<file path="config.mk">
export PLATFORM = sky130hd
export DESIGN_NAME = stream_rr_mux
export DESIGN_NICKNAME = d
export VERILOG_FILES = /design/src/rtl/stream_rr_mux.sv
export SDC_FILE = /design/constraint.sdc
export NUM_CORES = 1
export LEC_CHECK = 0
export ABC_AREA = 1
export CORE_ASPECT_RATIO = 0.8
export CORE_MARGIN = 10
export CORE_UTILIZATION = 41
export DETAILED_ROUTE_END_ITERATION = 7
export GPL_TIMING_DRIVEN = 0
export PLACE_DENSITY = 0.83
export SLEW_MARGIN = 10
export SYNTH_ARGS = -nofsm -noshare
export SYNTH_HDL_FRONTEND = slang
export SYNTH_SLANG_ARGS = --single-unit
</file>
<file path="constraint.sdc">
create_clock -name clk -period 2.45 [get_ports clk]
set_input_delay 0.49 -clock clk [delete_from_list [all_inputs] [get_ports clk]]
set_output_delay 0.49 -clock clk [all_outputs]
set_load 0.005 [all_outputs]
</file>
<file path="src/rtl/stream_rr_mux.sv">
// N-channel valid/ready stream multiplexer with round-robin arbitration,
// optional packet locking and a registered (skid-free pipe) output stage.
module stream_rr_mux #(
  parameter int N_CH     = 4,
  parameter int WIDTH    = 8,
  parameter int PKT_MODE = 1
) (
  input  logic                      clk,
  input  logic                      rst_n,
  input  logic [N_CH-1:0]           in_valid,
  input  logic [N_CH*WIDTH-1:0]     in_data,
  input  logic [N_CH-1:0]           in_last,
  output logic [N_CH-1:0]           in_ready,
  output logic                      out_valid,
  output logic [WIDTH-1:0]          out_data,
  output logic                      out_last,
  output logic [$clog2(N_CH)-1:0]   out_sel,
  input  logic                      out_ready
);

  localparam int SW = $clog2(N_CH);

  typedef enum logic {IDLE = 1'b0, LOCKED = 1'b1} state_t;

  state_t            state, state_next;
  logic [SW-1:0]     lock_ch, lock_ch_next;
  logic [SW-1:0]     ptr;
  logic [N_CH-1:0]   rr_grant;
  logic [SW-1:0]     rr_idx;
  logic [N_CH-1:0]   grant;
  logic [SW-1:0]     g;
  logic              can_load;
  logic              accept;
  logic              acc_last;
  logic [WIDTH-1:0]  ch_data [N_CH];

  for (genvar gi = 0; gi < N_CH; gi++) begin : g_unpack
    assign ch_data[gi] = in_data[gi*WIDTH +: WIDTH];
  end

  // Round-robin search starting at ptr, wrapping past N_CH-1 back to 0.
  always_comb begin
    logic found;
    rr_grant = '0;
    rr_idx   = '0;
    found    = 1'b0;
    for (int i = 0; i < N_CH; i++) begin
      automatic logic [SW:0] pos = {1'b0, ptr} + (SW+1)'(i);
      if (pos >= (SW+1)'(N_CH)) pos = pos - (SW+1)'(N_CH);
      if (!found && in_valid[pos[SW-1:0]]) begin
        found                 = 1'b1;
        rr_grant[pos[SW-1:0]] = 1'b1;
        rr_idx                = pos[SW-1:0];
      end
    end
  end

  // FSM: state register
  always_ff @(posedge clk or negedge rst_n) begin
    if (!rst_n) begin
      state   <= IDLE;
      lock_ch <= '0;
    end else begin
      state   <= state_next;
      lock_ch <= lock_ch_next;
    end
  end

  // FSM: next state
  always_comb begin
    state_next   = state;
    lock_ch_next = lock_ch;
    if (PKT_MODE != 0 && accept) begin
      if (state == IDLE && !acc_last) begin
        state_next   = LOCKED;
        lock_ch_next = g;
      end else if (state == LOCKED && acc_last) begin
        state_next = IDLE;
      end
    end
  end

  // FSM: outputs -- a locked channel keeps the grant even while it is idle
  always_comb begin
    grant = '0;
    g     = '0;
    if (state == LOCKED) begin
      grant[lock_ch] = 1'b1;
      g              = lock_ch;
    end else begin
      grant = rr_grant;
      g     = rr_idx;
    end
  end

  assign can_load = !out_valid || out_ready;
  assign in_ready = grant & {N_CH{can_load && rst_n}};
  assign accept   = |(in_ready & in_valid);
  assign acc_last = in_last[g];

  always_ff @(posedge clk or negedge rst_n) begin
    if (!rst_n) begin
      ptr <= '0;
    end else if (accept && (PKT_MODE == 0 || acc_last)) begin
      ptr <= (g == SW'(N_CH-1)) ? '0 : g + SW'(1);
    end
  end

  always_ff @(posedge clk or negedge rst_n) begin
    if (!rst_n) begin
      out_valid <= 1'b0;
      out_data  <= '0;
      out_last  <= 1'b0;
      out_sel   <= '0;
    end else if (accept) begin
      out_valid <= 1'b1;
      out_data  <= ch_data[g];
      out_last  <= acc_last;
      out_sel   <= g;
    end else if (out_ready) begin
      out_valid <= 1'b0;
    end
  end

endmodule

</file>
Word-level counts from Yosys, hierarchy flattened

Index checks and enable logic that the tools add are counted.

Add/subtract/negate cells: 8
$lt $le $gt $ge: 16
Eq/ne operators: 1
Multiplexer cells: 45
Bitwise logic cells: 7
Reductions and logical operators: 23

Operators by type and width:

| kind                                                 | number |
|---|---|
| 2-to-1 mux 2 bit                                     | 10 |
| 2-to-1 mux 4 bit                                     | 5 |
| < comparator 2 x 3 -> 1 bit (second input constant)  | 6 |
| 2-to-1 mux 1 bit                                     | 17 |
| binary-select mux 8 bit (select 2 bit)               | 1 |
| 2-to-1 mux 8 bit                                     | 2 |
| >= comparator 3 bit (second input constant)          | 4 |
| logical AND 1 bit                                    | 12 |
| bitwise OR 4 bit                                     | 3 |
| binary-select mux 1 bit (select 2 bit)               | 5 |
| demux 1 bit (select 2 bit)                           | 5 |
| >= comparator 2 x 1 -> 1 bit (second input constant) | 5 |
| AND 4 bit                                            | 2 |
| subtractor 2 x 1 -> 2 bit (second input constant)    | 4 |
| adder 2 x 2 -> 3 bit (second input constant)         | 2 |
| zero test 1 bit                                      | 5 |
| AND reduction 2 bit                                  | 2 |
| nonzero test 2 bit                                   | 2 |
| OR reduction 4 bit                                   | 1 |
| adder 2 x 1 -> 3 bit (second input constant)         | 1 |
| >= comparator 2 x 3 -> 1 bit (second input constant) | 1 |
| inverter 2 -> 3 bit                                  | 1 |
| adder 2 x 1 -> 2 bit (second input constant)         | 1 |
| == test 2 bit (second input constant)                | 1 |
| other kinds (2)                                      | 2 |

Bits in registers: 17
Bits of input ports: 43
Output and inout bits: 16
Word-level logic and storage cells: 107

Depth between registers and ports, before layout

Gate-level depths: netlist of run 1.

Depth in word-level cells: 21
Depth in mapped cells: 21
Depth with buffers taken out: 20

Worst setup path before layout of run 1

OpenSTA, ideal clock, no wires.

Kind: register -> register
Start: register ptr[1]
End: register state
Setup time: 0.117 ns
Arrival time: 2.497 ns
Required time: 2.333 ns
Slack: -0.164 ns
Cell stages (with the launch flop): 20
Path buffers: 1
Period minus slack after synthesis: 2.614 ns
Cells stage by stage: dfrtp_1 inv_1 ha_1 inv_1 nand3_1 nand2_2 nor2_8 nand2_2 o21ai_2 nor2_1 nor2_2 buf_6 nand3_1 nand2_2 inv_1 ha_1 inv_1 nand2_1 nand2_1 nand2_1

Longest elaborated chain between the ends: 21
Elaborated cells between the ends (all ways): 76
Classes of those cells: add/sub: 7; order compare: 12; mux: 36; bitwise: 5; reduce/logical: 16

Ends and longest elaborated chain:

| element                                                       | line | text |
|---|---|---|
| from (decl)                                                   | 27   | `logic [SW-1:0] ptr;` |
| from (signal assigned)                                        | 105  | `ptr <= (g == SW'(N_CH-1)) ? '0 : g + SW'(1);` |
| branches (longest 21 deep; another with adder 2 x 1 -> 3 bit) | --   |  |
| to (signal assigned)                                          | 64   | `state <= state_next;` |
| to (decl)                                                     | 25   | `state_t state, state_next;` |

Parallel ways; which one is timed is not known. The select of a mux whose other input is x is not followed.
A chain may end at the register's enable or synchronous reset.

Worst setup path after layout of run 1

Start: register ptr[0]
End: output port in_ready[3]

Longest elaborated chain between the ends: 16
Elaborated cells between the ends (all ways): 61
Classes of those cells: add/sub: 7; order compare: 12; mux: 28; bitwise: 4; reduce/logical: 10

Ends and longest elaborated chain:

| element                                                       | line | text |
|---|---|---|
| branches (longest 13 deep; another with adder 2 x 1 -> 3 bit) | --   |  |
| 2-to-1 mux 4 bit *                                            | 50   | `if (!found && in_valid[pos[SW-1:0]]) begin` |
| 2-to-1 mux 4 bit *                                            | 87   | `if (state == LOCKED) begin` |
| AND 4 bit *                                                   | 97   | `assign in_ready = grant & {N_CH{can_load && rst_n}};` |
| to (decl)                                                     | 13   | `output logic [N_CH-1:0] in_ready,` |

Mark *: on every way between the ends. The select of a mux whose other input is x is not followed.

==> run_results.csv, run 1 <==
group,metric,value,unit
status,status,"finished, violations left",
status,violations,"negative setup slack",
cells_and_area,utilization,69.7,%
timing,max_freq,396,MHz
floorplanning,dieArea,7200,um^2
timing,max_slew_margin,68.9,%
placed_design,io_buffers,58,
power_and_ir_drop,ir_drop,1.19,mV
setup_path,cp-start-kind,"register",
clocking,clk_path_buf_depth,2,
timing,fin_skew,0.00137,ns
routing,drtAntennaViolNets,0,
timing,setup_viol,3,
yosys,synth_top_area_share,24.8,%
setup_path,r2r_setup_slack,0.02,ns
yosys,synth_adder_area_share,5.83,%
clocking,cts_root_buf,"clkbuf_8",
yosys,synth_nets,313,
yosys,yosysWarnings,0,
yosys,synthCells,262,
routing,drc,0,
routing,routedWlPerCell,14.2,um
min_path,hp-class,"primary input to async pin",
yosys,yosysTopAreaCell,"dfrtp_1",
yosys,synth_area_leaders,"dfrtp_1, nand2_1, nand3_1",
timing,rsz0062_at_grt,"true",
yosys,synth_top_family_by_area,"simple AND/OR/NAND/NOR gates",
routing,via_per_inst,4.93,
cells_and_area,antenna_cells,0,
cells_and_area,layout_commonest_cell,"nand2_1",
yosys,synth-compound-area-share,15.1,%
cells_and_area,finalNetCount,399,
floorplanning,die-width,92.4,um
timing,setup_slack,-0.0782,ns
yosys,syn_area,1720,um^2
setup_path,worstPathRequired,1.96,ns
yosys,synth.avg_cell_area,6.56,um^2
power_and_ir_drop,p_total,0.00463,W
grt,grt_pass1_wl,9.03,mm
setup_path,cp_slowest_cell,"dfrtp_2",
clocking,clkLatencyLatePin,0.25,ns
yosys,synth.mux.area_fraction,0,%
cells_and_area,areaGrowthSynthToFinish,59.4,%
yosys,ys_seq_area_share,24.8,%
yosys,synth_simple_gate_area_share,39.4,%
timing,slew_violations,0,
floorplanning,io_pins,59,
yosys,async_reset_ff_share,100,%
routing,drt_iter0_markers,137,
routing,routed_wl,5.73,mm
clocking,cts.sinks,17,
grt,antenna_found_initial,0,
grt,grt_pass1_vias,1925,
clocking,cts_max_level,1,
yosys,synth_edf_count,0,
clocking,clk_pin_slew_worst_paths,0.07,ns
cells_and_area,mostFrequentLayoutCells,"nand2_1, clkdlybuf4s50_1, inv_1",
yosys,synth-main-ff-cell,"dfrtp_1",
placed_design,dp_slack,-0.943,ns
routing,via_count,1980,
grt,grt_start_max_net_pins,19,
setup_path,path_cells,"inv_6, ha_4, inv_4, nand3_4, nand2_4, nor2_4, buf_4, nand3_1, nand4_1, nand2_1, inv_2, clkdlybuf4s15_1",
job,cap_violations,0,
setup_path,cp_max_fo,5,
timing,min_period,2.53,ns
setup_path,max_stage_delay,0.41,ns
setup_path,timing_worst_setup_path_type,"register to output pin",
routing,dr.pass1.iters,5,
clocking,tritoncts,"done",
timing,tightest_slew,0.463,ns
power_and_ir_drop,p_per_area,1690,nW/um^2
placed_design,gp_congestion,0.849,
grt,track_usage,14.9,%
floorplanning,core,3930,um^2
floorplanning,die_h,77.9,um
timing,fin_crit_sh,103,%
grt,overflow,0,
yosys,ys_types,28,
power_and_ir_drop,cellLeakagePower,1.38,nW
placed_design,detailed_place_hpwl,4.23,mm
timing,hold_violations,0,
setup_path,crit_arrival,2.04,ns
cells_and_area,drive_above_1_share,24.5,%
setup_path,worstSetupEndpointType,"output pin",
yosys,synth_seq_cells,17,
floorplanning,rows,20,
floorplanning,initial_core_util,43.7,%
clocking,cts_buffers,3,
yosys,synthXorXnorAreaFrac,0.510,%
-- synth_stat cells, types with 5 or more instances --
cell      number
buf_6          6
nand3_1       28
dfrtp_1       17
o21ai_0       12
nand2_2        6
nor2_1         6
nand4_1        5
a21oi_1       14
o211ai_2       6
ha_1           8
nand2_1       89
inv_1         36
-- flip-flops by register name, indices dropped and copies added, names as in the netlist --
name       cells
out_sel        2
out_last       1
state          1
lock_ch        2
out_data       8
ptr            2
out_valid      1
-- where the power goes --
group / switching, W / internal (W) / total [W]
clock: 0.0000943 / 0.000113 / 0.000207
sequential: 0.0000952 / 0.000426 / 0.000522
combinational: 0.00209 / 0.00182 / 0.00391
-- cells by family (layout without fill, tap and decap cells) --
family | after synthesis | after routing
AO/OA/AOI/OAI | 40 | 40
XOR/XNOR | 1 | 1
adder cells (fa/ha/maj) | 8 | 8
buffers and inverters | 50 | 134
flip-flops | 17 | 17
AND/OR/NAND/NOR | 146 | 147
-- stage by stage --
step	setup TNS, ns	hold WS (ns)	cell area [um^2]	instances
2_1_floorplan	0	0.194	1730	262
3_3_place_gp	-12.72	0.463	2380	375
3_5_place_dp	-12.89	0.464	2380	375
4_1_cts	-0.0132	0.281	2620	398
5_1_grt	-2.00	0.298	2740	402
6_report	-0.115	0.267	2740	402
-- final cells by class --
class                           instances  area [um^2]
Fill cell                             324         1190
Clock buffer                            3         41.3
Multi-Input combinational cell        196         1170
Sequential cell                        17          428
Timing Repair Buffer                   81          779
Inverter                               41          164
Buffer                                  8         82.6
Tap cell                               55         68.8
Clock inverter                          1         5.00
-- routing by layer --
layer | part of all wire, % | up-vias | global-route usage [%] | wire length [um]
met4 | 1.9 | 0 | 5.69 | 111
li1 | - | 1006 | - | -
met3 | 5.7 | 8 | 4.33 | 328
met1 | 42 | 906 | 18.1 | 2400
met2 | 50 | 60 | 24.4 | 2890
met5 | 0 | - | 0 | 0
-- worst max-delay path: cells and delay by family (launching register included) --
kind                     cells  cell delay [ns]
AND/OR/NAND/NOR              6             0.58
flip-flops                   1             0.41
buffers and inverters        5             0.50
adder cells (fa/ha/maj)      1             0.30
-- worst paths after layout --
path	startpoint	end	cells past startpoint
worst max-delay path	ptr[0]	in_ready[3]	12
worst min-delay path	rst_n	out_data[2]	1
worst max register to register	ptr[0]	state	20
min in group clk	out_last	out_last	2
worst min register to register	out_last	out_last	2
max in group asynchronous	rst_n	ptr[1]	1
-- repair_timing --
action / CTS / global route
buffers inserted: 19 / 2
pin swaps: 12 / 14
gates resized for setup: 36 / 20
setup endpoints to repair: 21 / 19
cloned: 1 / 2
endpoints found under the hold margin: 0 / 0
hold buffers: 0 / 0
Power figures use the tool's default switching activity.
==> run 2: changes to the inputs <==
CTS_CLUSTER_SIZE = 16   (was unset)
SKIP_CTS_REPAIR_TIMING = 1   (was unset)
TNS_END_PERCENT = 5   (was unset)
==> run_results.csv, run 2 (synthesized netlist as in run 1, its figures left out) <==
group,metric,value,unit
floorplanning,io_pins,59,
cells_and_area,areaGrowthSynthToFinish,60.0,%
grt,antenna_found_initial,0,
routing,wl_met3,378,um
timing,setup_viol,18,
setup_path,path_cells,"clkinv_4, ha_4, inv_4, nand3_1, nand2_2, nor2_4, buf_4, a21oi_2, nand4_1, nand2_1, nor2_1, buf_2",
floorplanning,dieArea,7200,um^2
placed_design,io_buffers,58,
placed_design,dp_slack,-0.943,ns
cells_and_area,mostFrequentLayoutCells,"nand2_1, clkdlybuf4s50_1, inv_1",
timing,max_freq,379,MHz
timing,tightest_slew,0.483,ns
cells_and_area,layout_commonest_cell,"nand2_1",
routing,dr.pass1.iters,5,
power_and_ir_drop,p_per_area,1680,nW/um^2
clocking,clk_path_buf_depth,2,
timing,max_slew_margin,67.6,%
power_and_ir_drop,ir_drop,1.29,mV
cells_and_area,largest_register,"out_data",
status,violations,"negative setup slack",
status,status,"finished, violations left",
grt,track_usage,13.8,%
job,cap_violations,0,
placed_design,gp_congestion,0.849,
timing,rsz0062_at_grt,"true",
clocking,tritoncts,"done",
routing,dr_wl_met2,2.93,mm
grt,grt_pass1_wl,8.31,mm
timing,slew_violations,0,
routing,drtAntennaViolNets,0,
routing,drt_iter0_markers,112,
cells_and_area,largest_register_ffs,8,
timing,min_period,2.64,ns
grt,grt_start_max_net_pins,19,
setup_path,timing_worst_setup_path_type,"register to output pin",
min_path,hp-class,"primary input to async pin",
setup_path,r2r_setup_slack,-0.15,ns
timing,setup_slack,-0.185,ns
cells_and_area,antenna_cells,0,
setup_path,cp_max_fo,6,
setup_path,worstSetupEndpointType,"output pin",
setup_path,worstPathRequired,1.96,ns
routing,via_count,2015,
clocking,cts.sinks,17,
floorplanning,die-width,92.4,um
grt,overflow,0,
setup_path,path_delay_family,"simple AND/OR/NAND/NOR gates",
floorplanning,rows,20,
grt,grt_pass1_vias,1736,
setup_path,max_stage_delay,0.45,ns
clocking,cts_buffers,3,
clocking,clk_pin_slew_worst_paths,0.07,ns
timing,hold_violations,0,
clocking,cts_max_level,1,
routing,routed_wl,5.93,mm
routing,drc,0,
routing,via_per_inst,5.00,
floorplanning,die_h,77.9,um
timing,fin_crit_sh,108,%
power_and_ir_drop,cellLeakagePower,1.43,nW
timing,fin_skew,0.00115,ns
setup_path,cp_num_buf_inv,4,
routing,routedWlPerCell,14.7,um
floorplanning,core,3930,um^2
power_and_ir_drop,p_total,0.00461,W
placed_design,detailed_place_hpwl,4.23,mm
cells_and_area,finalNetCount,400,
floorplanning,initial_core_util,43.7,%
routing,wl_met1,2.50,mm
setup_path,crit_arrival,2.15,ns
setup_path,cp_slowest_cell,"dfrtp_2",
routing,top_layer_used,"met4",
clocking,cts_root_buf,"clkbuf_8",
cells_and_area,drive_above_1_share,26.1,%
setup_path,cp-start-kind,"register",
clocking,clkLatencyLatePin,0.25,ns
run 2: power by group:
group	leakage [nW]	switching (W)	internal, W	total [W]
clock	0.0255	0.0000942	0.000113	0.000207
combinational	1.19	0.00211	0.00176	0.00387
sequential	0.211	0.000106	0.000426	0.000532
run 2: metal layers:
metal / track usage (%) / vias up
li1: - / 1012
met1: 17.6 / 927
met2: 22.0 / 66
met3: 3.94 / 10
met4: 4.00 / 0
met5: 0 / -
run 2: final timing paths:
path	start	end	depth (start not counted)
max in group asynchronous	rst_n	ptr[1]	1
worst max-delay path	ptr[1]	in_ready[0]	12
min in group clk	out_last	out_last	2
worst max register to register	ptr[1]	state	20
worst min-delay path	rst_n	out_valid	1
worst min register to register	out_last	out_last	2
run 2: stage by stage:
step / area, um^2 / hold WS [ns] / util [%] / std cells / setup TNS (ns)
floorplan: 1730 / 0.194 / - / 262 / 0
global placement: 2380 / 0.463 / 60.6 / 375 / -12.72
detailed placement: 2380 / 0.464 / 60.6 / 375 / -12.89
CTS: 2430 / 0.482 / 61.8 / 379 / -8.59
global route: 2750 / 0.194 / 70.0 / 403 / -3.95
finish: 2750 / 0.171 / 70.0 / 403 / -1.37
run 2: worst register-to-register path, delay by kind of cell (launching register included):
family | cells | cell delay (ns)
buffers and inverters | 6 | 0.48
AO/OA/AOI/OAI | 1 | 0.16
flip-flops | 1 | 0.45
adder cells (fa/ha/maj) | 2 | 0.52
AND/OR/NAND/NOR | 11 | 0.90
run 2: final cells by class:
cell class / count / area (um^2)
plain buffers: 9 / 101
well taps: 55 / 68.8
fillers: 327 / 1180
repair buffers: 81 / 761
clock buffers: 3 / 41.3
clock inverters: 1 / 5.00
flip-flops and latches: 17 / 428
multi-input cells: 196 / 1180
inverters: 41 / 166
